<file path="src/rtl/pwm_ramp_pkg.sv">
// Shared types and step arithmetic for the pwmout ramp sequencer.
package pwm_ramp_pkg;

    typedef enum logic [1:0] {
        IDLE = 2'd0,
        RUN  = 2'd1,
        DEAD = 2'd2,
        STOP = 2'd3
    } state_t;

    localparam int DTY_W  = 32;
    localparam int DIFF_W = DTY_W + 1;

    typedef logic signed [DTY_W-1:0]  dty_t;
    typedef logic signed [DIFF_W-1:0] diff_t;

    function automatic logic signed [1:0] sign_of(input diff_t v);
        if (v[DIFF_W-1])
            return -2'sd1;
        else if (v != '0)
            return 2'sd1;
        else
            return 2'sd0;
    endfunction

    // Move cur toward dst by at most step; the difference is taken one bit wider so it cannot overflow.
    function automatic dty_t step_toward(input dty_t cur, input dty_t dst, input diff_t step);
        diff_t            d;
        diff_t            mag;
        diff_t            lim;
        diff_t            res;
        logic signed [1:0] s;
        d   = diff_t'({dst[DTY_W-1], dst}) - diff_t'({cur[DTY_W-1], cur});
        mag = d[DIFF_W-1] ? -d : d;
        lim = (mag > step) ? step : mag;
        s   = sign_of(d);
        if (s == 2'sd1)
            res = diff_t'({cur[DTY_W-1], cur}) + lim;
        else if (s == -2'sd1)
            res = diff_t'({cur[DTY_W-1], cur}) - lim;
        else
            res = diff_t'({cur[DTY_W-1], cur});
        return dty_t'(res[DTY_W-1:0]);
    endfunction

endpackage

</file>
<file path="src/rtl/pwm_period_tick.sv">
// Free-running PWM period counter; tick is high for the one clk where the count equals DIVIDER.
module pwm_period_tick #(
    parameter int DIVIDER = 255
) (
    input  logic clk,
    input  logic rst_n,
    output logic tick
);

    localparam int CW = (DIVIDER > 0) ? $clog2(DIVIDER + 1) : 1;

    logic [CW-1:0] cnt;

    assign tick = (cnt == CW'(DIVIDER));

    // NOTE: non-blocking assignments for every register so all flops update from pre-edge values.
    always_ff @(posedge clk or negedge rst_n) begin
        if (!rst_n)
            cnt <= '0;
        else if (tick)
            cnt <= '0;
        else
            cnt <= cnt + 1'b1;
    end

endmodule

</file>
<file path="src/rtl/pwmout_ramp_ctrl.sv">
// Slew-limiting duty sequencer in front of one pwmout channel.
// Optional setpoint watchdog enabled by defining PWM_RAMP_WATCHDOG_EN.
module pwmout_ramp_ctrl
    import pwm_ramp_pkg::*;
#(
    parameter int DIVIDER          = 255,
    parameter int STEP             = 4,
    parameter int DTY_MAX          = 255,
    parameter int DEADTIME_PERIODS = 2,
    parameter int WDT_CYCLES       = 1000000
) (
    input  logic               clk,
    input  logic               rst_n,
    input  logic signed [31:0] set_dty,
    input  logic               set_valid,
    input  logic               enable_in,
    output logic signed [31:0] dty_out,
    output logic               enable_out,
    output logic               at_target,
    output logic               busy,
    output logic               fault
);

    localparam diff_t STEP_D = diff_t'(STEP);
    localparam dty_t  DMAX   = dty_t'(DTY_MAX);

    state_t      state;
    state_t      state_next;
    dty_t        dty_q;
    dty_t        dty_next;
    dty_t        target;
    dty_t        set_clamped;
    logic        rev_pend;
    logic        rev_pend_next;
    logic [31:0] dead_cnt;
    logic [31:0] dead_cnt_next;
    logic        tick;
    logic        reversal;
    logic        wdt_hit;

    pwm_period_tick #(.DIVIDER(DIVIDER)) u_tick (
        .clk   (clk),
        .rst_n (rst_n),
        .tick  (tick)
    );

    always_comb begin
        if (set_dty > DMAX)
            set_clamped = DMAX;
        else if (set_dty < -DMAX)
            set_clamped = -DMAX;
        else
            set_clamped = set_dty;
    end

    // A setpoint arriving on a tick edge lands after that tick's step, which still uses the old target.
    always_ff @(posedge clk or negedge rst_n) begin
        if (!rst_n)
            target <= '0;
        else if (set_valid)
            target <= set_clamped;
        else if (wdt_hit)
            target <= '0;
    end

`ifdef PWM_RAMP_WATCHDOG_EN
    logic [31:0] wdt_cnt;
    logic        fault_q;

    assign wdt_hit = !set_valid && (state != IDLE) && (wdt_cnt == 32'(WDT_CYCLES - 1));
    assign fault   = fault_q;

    always_ff @(posedge clk or negedge rst_n) begin
        if (!rst_n) begin
            wdt_cnt <= '0;
            fault_q <= 1'b0;
        end else if (set_valid) begin
            wdt_cnt <= '0;
            fault_q <= 1'b0;
        end else if (wdt_hit) begin
            wdt_cnt <= wdt_cnt + 32'd1;
            fault_q <= 1'b1;
        end else if ((state != IDLE) && (wdt_cnt < 32'(WDT_CYCLES))) begin
            wdt_cnt <= wdt_cnt + 32'd1;
        end
    end
`else
    logic unused_wdt;

    assign wdt_hit    = 1'b0;
    assign fault      = 1'b0;
    assign unused_wdt = ^32'(WDT_CYCLES);
`endif

    always_ff @(posedge clk or negedge rst_n) begin
        if (!rst_n) begin
            state    <= IDLE;
            dty_q    <= '0;
            rev_pend <= 1'b0;
            dead_cnt <= '0;
        end else begin
            state    <= state_next;
            dty_q    <= dty_next;
            rev_pend <= rev_pend_next;
            dead_cnt <= dead_cnt_next;
        end
    end

    assign reversal = ((dty_q > 0) && (target < 0)) || ((dty_q < 0) && (target > 0));

    always_comb begin
        // NOTE: every signal gets a default before the case so no path can infer a latch.
        state_next    = state;
        dty_next      = dty_q;
        rev_pend_next = rev_pend;
        dead_cnt_next = dead_cnt;
        case (state)
            IDLE: begin
                dty_next      = '0;
                rev_pend_next = 1'b0;
                dead_cnt_next = '0;
                if (enable_in)
                    state_next = RUN;
            end
            RUN: begin
                if (!enable_in) begin
                    state_next = STOP;
                end else if (tick) begin
                    if (reversal) begin
                        dty_next      = step_toward(dty_q, '0, STEP_D);
                        rev_pend_next = 1'b1;
                    end else if ((dty_q == '0) && rev_pend) begin
                        rev_pend_next = 1'b0;
                        if (DEADTIME_PERIODS == 0) begin
                            dty_next = step_toward(dty_q, target, STEP_D);
                        end else begin
                            state_next    = DEAD;
                            dead_cnt_next = '0;
                        end
                    end else begin
                        dty_next = step_toward(dty_q, target, STEP_D);
                    end
                end
            end
            DEAD: begin
                if (!enable_in) begin
                    state_next = IDLE;
                end else if (tick) begin
                    if (dead_cnt + 32'd1 >= 32'(DEADTIME_PERIODS)) begin
                        state_next    = RUN;
                        dead_cnt_next = '0;
                    end else begin
                        dead_cnt_next = dead_cnt + 32'd1;
                    end
                end
            end
            STOP: begin
                if (enable_in) begin
                    state_next = RUN;
                end else if (tick) begin
                    dty_next = step_toward(dty_q, '0, STEP_D);
                    if (dty_next == '0)
                        state_next = IDLE;
                end
            end
            default: state_next = IDLE;
        endcase
    end

    always_comb begin
        dty_out    = dty_q;
        enable_out = (state != IDLE);
        at_target  = (state == RUN) && (dty_q == target);
        busy       = (state != IDLE) && !at_target;
    end

endmodule

</file>
<file path="config.mk">
export PLATFORM = sky130hd
export DESIGN_NAME = pwmout_ramp_ctrl
export DESIGN_NICKNAME = d
export VERILOG_FILES = /design/src/rtl/pwm_ramp_pkg.sv /design/src/rtl/pwm_period_tick.sv /design/src/rtl/pwmout_ramp_ctrl.sv
export SDC_FILE = /design/constraint.sdc
export NUM_CORES = 1
export LEC_CHECK = 0
export CORE_MARGIN = 3
export CORE_UTILIZATION = 40
export CTS_CLUSTER_SIZE = 28
export DETAILED_ROUTE_END_ITERATION = 6
export PLACE_DENSITY = 0.56
export SLEW_MARGIN = 20
export SYNTH_ARGS = -nofsm -noshare
export SYNTH_HDL_FRONTEND = slang
export SYNTH_SLANG_ARGS = --single-unit
export TNS_END_PERCENT = 5
</file>
<file path="constraint.sdc">
create_clock -name clk -period 20.9 [get_ports clk]
set_input_delay 5.225 -clock clk [delete_from_list [all_inputs] [get_ports clk]]
set_output_delay 5.225 -clock clk [all_outputs]
set_load 0.1 [all_outputs]
</file>
# Word-level counts from Yosys, hierarchy flattened

Index checks and enable logic that the tools add are counted.

Register bits after elaboration: 107
Input port bits: 36
Output and inout bits: 36

Add/subtract/negate cells: 10
Order comparisons: 9
Eq/ne operators: 31
Mux-type cells: 64
Reduce and logical (&&, ||, !) cells: 20

Operators by type and width:

| cell                    | number |
|---|---|
| $mux W32                | 26 |
| $pmux W32 S3            | 2 |
| $gt A33 B4 Y1 const B   | 2 |
| $mux W33                | 2 |
| $neg A33 Y33            | 2 |
| $reduce_bool A33 Y1     | 2 |
| $add A32 B32 Y32        | 2 |
| $gt A32 B1 Y1 const B   | 2 |
| $logic_not A32 Y1       | 2 |
| $lt A32 B1 Y1 const B   | 2 |
| $sub A32 B32 Y32        | 2 |
| $mux W2                 | 25 |
| $sub A1 B32 Y33 const A | 1 |
| $sub A32 B32 Y33        | 1 |
| $add A32 B1 Y32 const B | 1 |
| $eq A32 B32 Y1          | 1 |
| $ge A32 B2 Y1 const B   | 1 |
| $gt A32 B9 Y1 const B   | 1 |
| $lt A32 B9 Y1 const B   | 1 |
| $ne A3 B3 Y1 const B    | 9 |
| $ne A2 B2 Y1 const B    | 9 |
| $reduce_and A8 Y1       | 2 |
| $eq A2 B2 Y1 const B    | 5 |
| $add A8 B1 Y8 const B   | 1 |
| 15 further kinds        | 30 |

# Longest topological paths before layout

Word-level depth: 18
Mapped depth: 41
Gate-level depth less buffers: 41

# Hierarchy

Synthesis repeated with hierarchy kept, for this count alone.

Cell total of the unflattened synthesis: 2468
Area, all modules: 17795.8 um2

By module, submodules not included:

| module           | instances | cells an instance | area an instance (um2) |
|---|---|---|---|
| pwmout_ramp_ctrl | 1         | 2439              | 17453.0 |
| pwm_period_tick  | 1         | 29                | 342.8 |

# Worst setup path after synthesis

OpenSTA, ideal clock, no wires.

Path type: reg-to-output
Start: register dty_q[13], in the netlist dty_out[13]
End: output port busy
Arrival: 6294 ps
Data required time: 15675 ps
Setup slack: 9381 ps
Stages on the path, launching flop included: 10
Buffers on the path: 2
Cell sequence: dfrtp_1 clkbuf_1 inv_1 ha_1 clkbuf_1 and4_1 nand2_1 or4_1 nor3_1 a21oi_1

Word-level cells in the longest chain between the ends: 4

RTL lines:

| item                   | RTL line                | source |
|---|---|---|
| start, declared        | pwmout_ramp_ctrl.sv:29  | `dty_t dty_q;` |
| start signal, assigned | pwmout_ramp_ctrl.sv:103 | `dty_q <= dty_next;` |
| $eq A32 B32 Y1         | pwmout_ramp_ctrl.sv:173 | `at_target = (state == RUN) && (dty_q == target);` |
| $logic_and A1 B1 Y1    | pwmout_ramp_ctrl.sv:173 |  |
| named net at_target    | pwmout_ramp_ctrl.sv:19  | `output logic at_target,` |
| $logic_not A1 Y1       | pwmout_ramp_ctrl.sv:174 | `busy = (state != IDLE) && !at_target;` |
| $logic_and A1 B1 Y1    | pwmout_ramp_ctrl.sv:174 |  |
| end, declared          | pwmout_ramp_ctrl.sv:20  | `output logic busy,` |

The timed path passes the listed nets, and every way through them passes these cells.

# Worst setup path in the final report

Start: register dty_q[1], in the netlist dty_out[1]
End: register state[1]

Word-level cells in the longest chain between the ends: 16
Elaborated cells between the ends (all ways): 32

RTL lines:

| item                                                                     | RTL line                | source |
|---|---|---|
| parallel branches: the longest is 15 deep, another holds $sub A1 B32 Y33 | -                       |  |
| $reduce_and A8 Y1 (no source line) *                                     | -                       |  |
| end signal, assigned                                                     | pwmout_ramp_ctrl.sv:102 | `state <= state_next;` |
| end, declared                                                            | pwmout_ramp_ctrl.sv:27  | `state_t state;` |

Mark *: on every way between the ends. The select of a mux whose other input is x is not followed.
A chain may end at the register's enable or synchronous reset.

==> flow_metrics.tcl <==
set metrics [dict create \
    viasPerCell 6.33 \
    h-tree-depth 3 \
    cts-buffers-inserted 9 \
    ir_worst_vdd_mv 0.105 \
    synth_cell_types 106 \
    yosys_register_bits 107 \
    clock_power_share 0.052 \
    synth_area_sq_mm 0.0178 \
    nets 2680 \
    path_class "reg -> reg" \
    dr.pass1.iters 7 \
    hp-start "u_tick.cnt[0]" \
    finalCoreUtilization 0.446 \
    die_w_um 217 \
    hpwl_mm 55.7 \
    drc 1 \
    n_fill_cell 4536 \
    antenna_found_initial 0 \
    cp_slowest_cell "o311ai_0" \
    setup_viol 0 \
    pwr-share-seq 0.113 \
    fmax_ghz 0.0876 \
    reg2reg_setup_slack_ns 9.49 \
    yosys_warnings 0 \
    fin_crit_sh 0.546 \
    grt_max_degree 64 \
    violations "design-rule violations" \
    insertion_delay_ns 0.40 \
    final_common_cell "nor2_1" \
    swShare 0.615 \
    synth_ff_type "dfrtp_1" \
    core_sq_mm 0.0435 \
    hold_path_class "reg -> reg" \
    synth.avg_cell_area_sq_um 7.14 \
    drive_gt1_frac 0.0512 \
    cellPowerDensity_mw_per_mm2 184 \
    combPwrFrac 0.834 \
    fin_worst_skew_ns 0.0205 \
    p_total_w 0.00356 \
    areaGrowthSynthToFinish_pct 9.03 \
    rows 76 \
    hold_depth 1 \
    rsz0062_at_grt "false" \
    cts_resized 0 \
    synthArstFlopShare 1.00 \
    drv_cap 0 \
    drv_slew 0 \
    power_switching_w 0.00219 \
    io_pins 72 \
    leakagePower_nw 7.68 \
    cts_root_buf "clkbuf_16" \
    cts_sinks 107 \
    status "finished, violations left" \
    post_drt_wl_per_cell_um 23.2 \
    fp.dieH_um 217 \
    dr.first_iter.drc_count 1911 \
    required_ns 21.16 \
    path_max_fanout 24 \
    totalWireLength_mm 71.5 \
    gp_congestion 0.938 \
    worst_setup_path_end_kind "flop" \
    critPathMaxStageDelay_ns 0.60 \
    r2r-start "dty_out[1]" \
    grt-ovfl-total 0 \
    hold_viol_final 0 \
    port_buffers 70 \
    cts_hold_buf 0 \
    fin_crit_ns 11.41 \
    cts_tree "yes" \
    max_slew_margin 0.238 \
    p_int_w 0.00137 \
    clockBufferDepth 2 \
    r2r.worst_path.cells 37 \
    multi_input_area_sq_mm 0.0142 \
    seq_area_sq_mm 0.00268 \
    synth_edf_count 0 \
    groute.usage.overall 0.297 \
    die_area_sq_mm 0.0470 \
    crit_start "dty_out[1]" \
    setup_tns_ns 0 \
    worstPathArrival_ns 11.67 \
    yosysSeqAreaShare 0.151 \
    worstSetupStartpointType "flop" \
    ant_nets 0 \
    postCtsSetupRepairBufs 0 \
    tightest_slew_ns 1.11 \
    grt_pass1_wl_mm 110 \
    grt_pass1_vias 18400 \
    antenna_cells 0 \
    start_util 0.409 \
    layout_common_cells "nor2_1, nand2_1, a21oi_1" \
    vias 19500 \
    synthCells 2489 \
    path_clk_slew_ns 0.10 \
]
[cell usage after synthesis (all sizes together), types with 9 or more instances]
cell	instances	share of area
nand4	54	0.019
mux2i	25	0.014
xnor2	116	0.057
nand3b	10	0.0042
nor2b	22	0.0077
nand3	89	0.025
clkbuf	115	0.024
nor3	93	0.027
nor2	255	0.054
o21ai	132	0.037
o22a	9	0.0044
and2	50	0.018
a211o	10	0.0049
or4	22	0.0095
nor4b	10	0.0060
nand2b	45	0.016
o211ai	31	0.013
o221ai	13	0.0064
mux2	10	0.0063
inv	135	0.029
ha	143	0.10
xor2	38	0.019
and3	23	0.0081
a211oi	42	0.018
o31a	11	0.0054
a21o	49	0.021
o31ai	22	0.0093
a21oi	177	0.050
or3	29	0.010
o22ai	46	0.017
dfrtp	107	0.15
a22oi	9	0.0038
o311ai	11	0.0054
o21a	19	0.0080
o21bai	15	0.0063
nand2	192	0.041
a31oi	36	0.013
nor4	63	0.027
o2111ai	14	0.0069
or2	19	0.0067
a2111oi	18	0.011
buf	21	0.0062
[flip-flops by register name, indices dropped and copies added, names as in the netlist]
name	count
rev_pend	1
target	32
dead_cnt	32
state	2
u_tick.cnt	8
dty_out	32
[final timing paths]
| path | end |
|---|---|
| setup / recovery | state[1] |
| hold / removal | u_tick.cnt[0] |
| setup reg to reg | state[1] |
| hold reg to reg | u_tick.cnt[0] |
| max in group asynchronous | target[1] |
| min in group asynchronous | u_tick.cnt[7] |
[layout make-up]
cell class              count  share of cell area
repair buffers            100              0.0477
multi-input cells        2142               0.734
flip-flops and latches    107               0.138
well taps                 585              0.0378
inverters                 137              0.0265
clock inverters             6             0.00349
clock buffers              10              0.0123
[power groups by stage]
| stage | clock network, W | logic, W | registers, W |
|---|---|---|---|
| after floorplan | 0 | 0.00197 | 0.000531 |
| after global placement | 0 | 0.00288 | 0.000399 |
| after detailed placement | 0 | 0.00290 | 0.000403 |
| after CTS | 0.000191 | 0.00291 | 0.000398 |
| after global routing | 0.000198 | 0.00322 | 0.000411 |
| final | 0.000186 | 0.00297 | 0.000404 |
[worst max-delay path, delay by kind of cell (launching register included)]
family	cells	cell delay (ns)
AND/OR/NAND/NOR	14	3.62
buffers and inverters	3	0.85
XOR/XNOR	1	0.16
AO/OA/AOI/OAI	16	4.55
flip-flops	1	0.57
adder cells (fa/ha/maj)	3	1.45
[per-stage QoR]
| stage | instances | hold slack (ns) | setup WS (ns) | cell area (sq um) |
|---|---|---|---|---|
| floorplan | 2522 | 0.433 | 9.38 | 17900 |
| global placement | 3071 | 0.457 | 9.92 | 19100 |
| detailed placement | 3071 | 0.459 | 9.69 | 19100 |
| CTS | 3087 | 0.471 | 9.61 | 19400 |
| global route | 3087 | 0.489 | 8.41 | 19400 |
| finish | 3087 | 0.465 | 9.49 | 19400 |
[per-layer routing]
layer  vias to the layer above  global-route usage  part of all wire
met4                         0               0.136             0.046
met2                       768               0.500              0.47
met1                      9335               0.383              0.42
met3                       156              0.0325             0.057
li1                       9277                   -                 -
met5                         -                   0                 0
[cell families (layout without fill, tap and decap cells)]
group	count (synthesis)	after routing	synth area share
compound gates	761	761	0.291
mux	35	35	0.0204
simple gates	1010	1010	0.297
fa+ha+maj	147	147	0.105
flops	107	107	0.151
buf+inv	273	253	0.0594
other cells	2	35	0.000423
xor+xnor	154	154	0.0759
No activity file was read; power rests on OpenSTA's default activity.
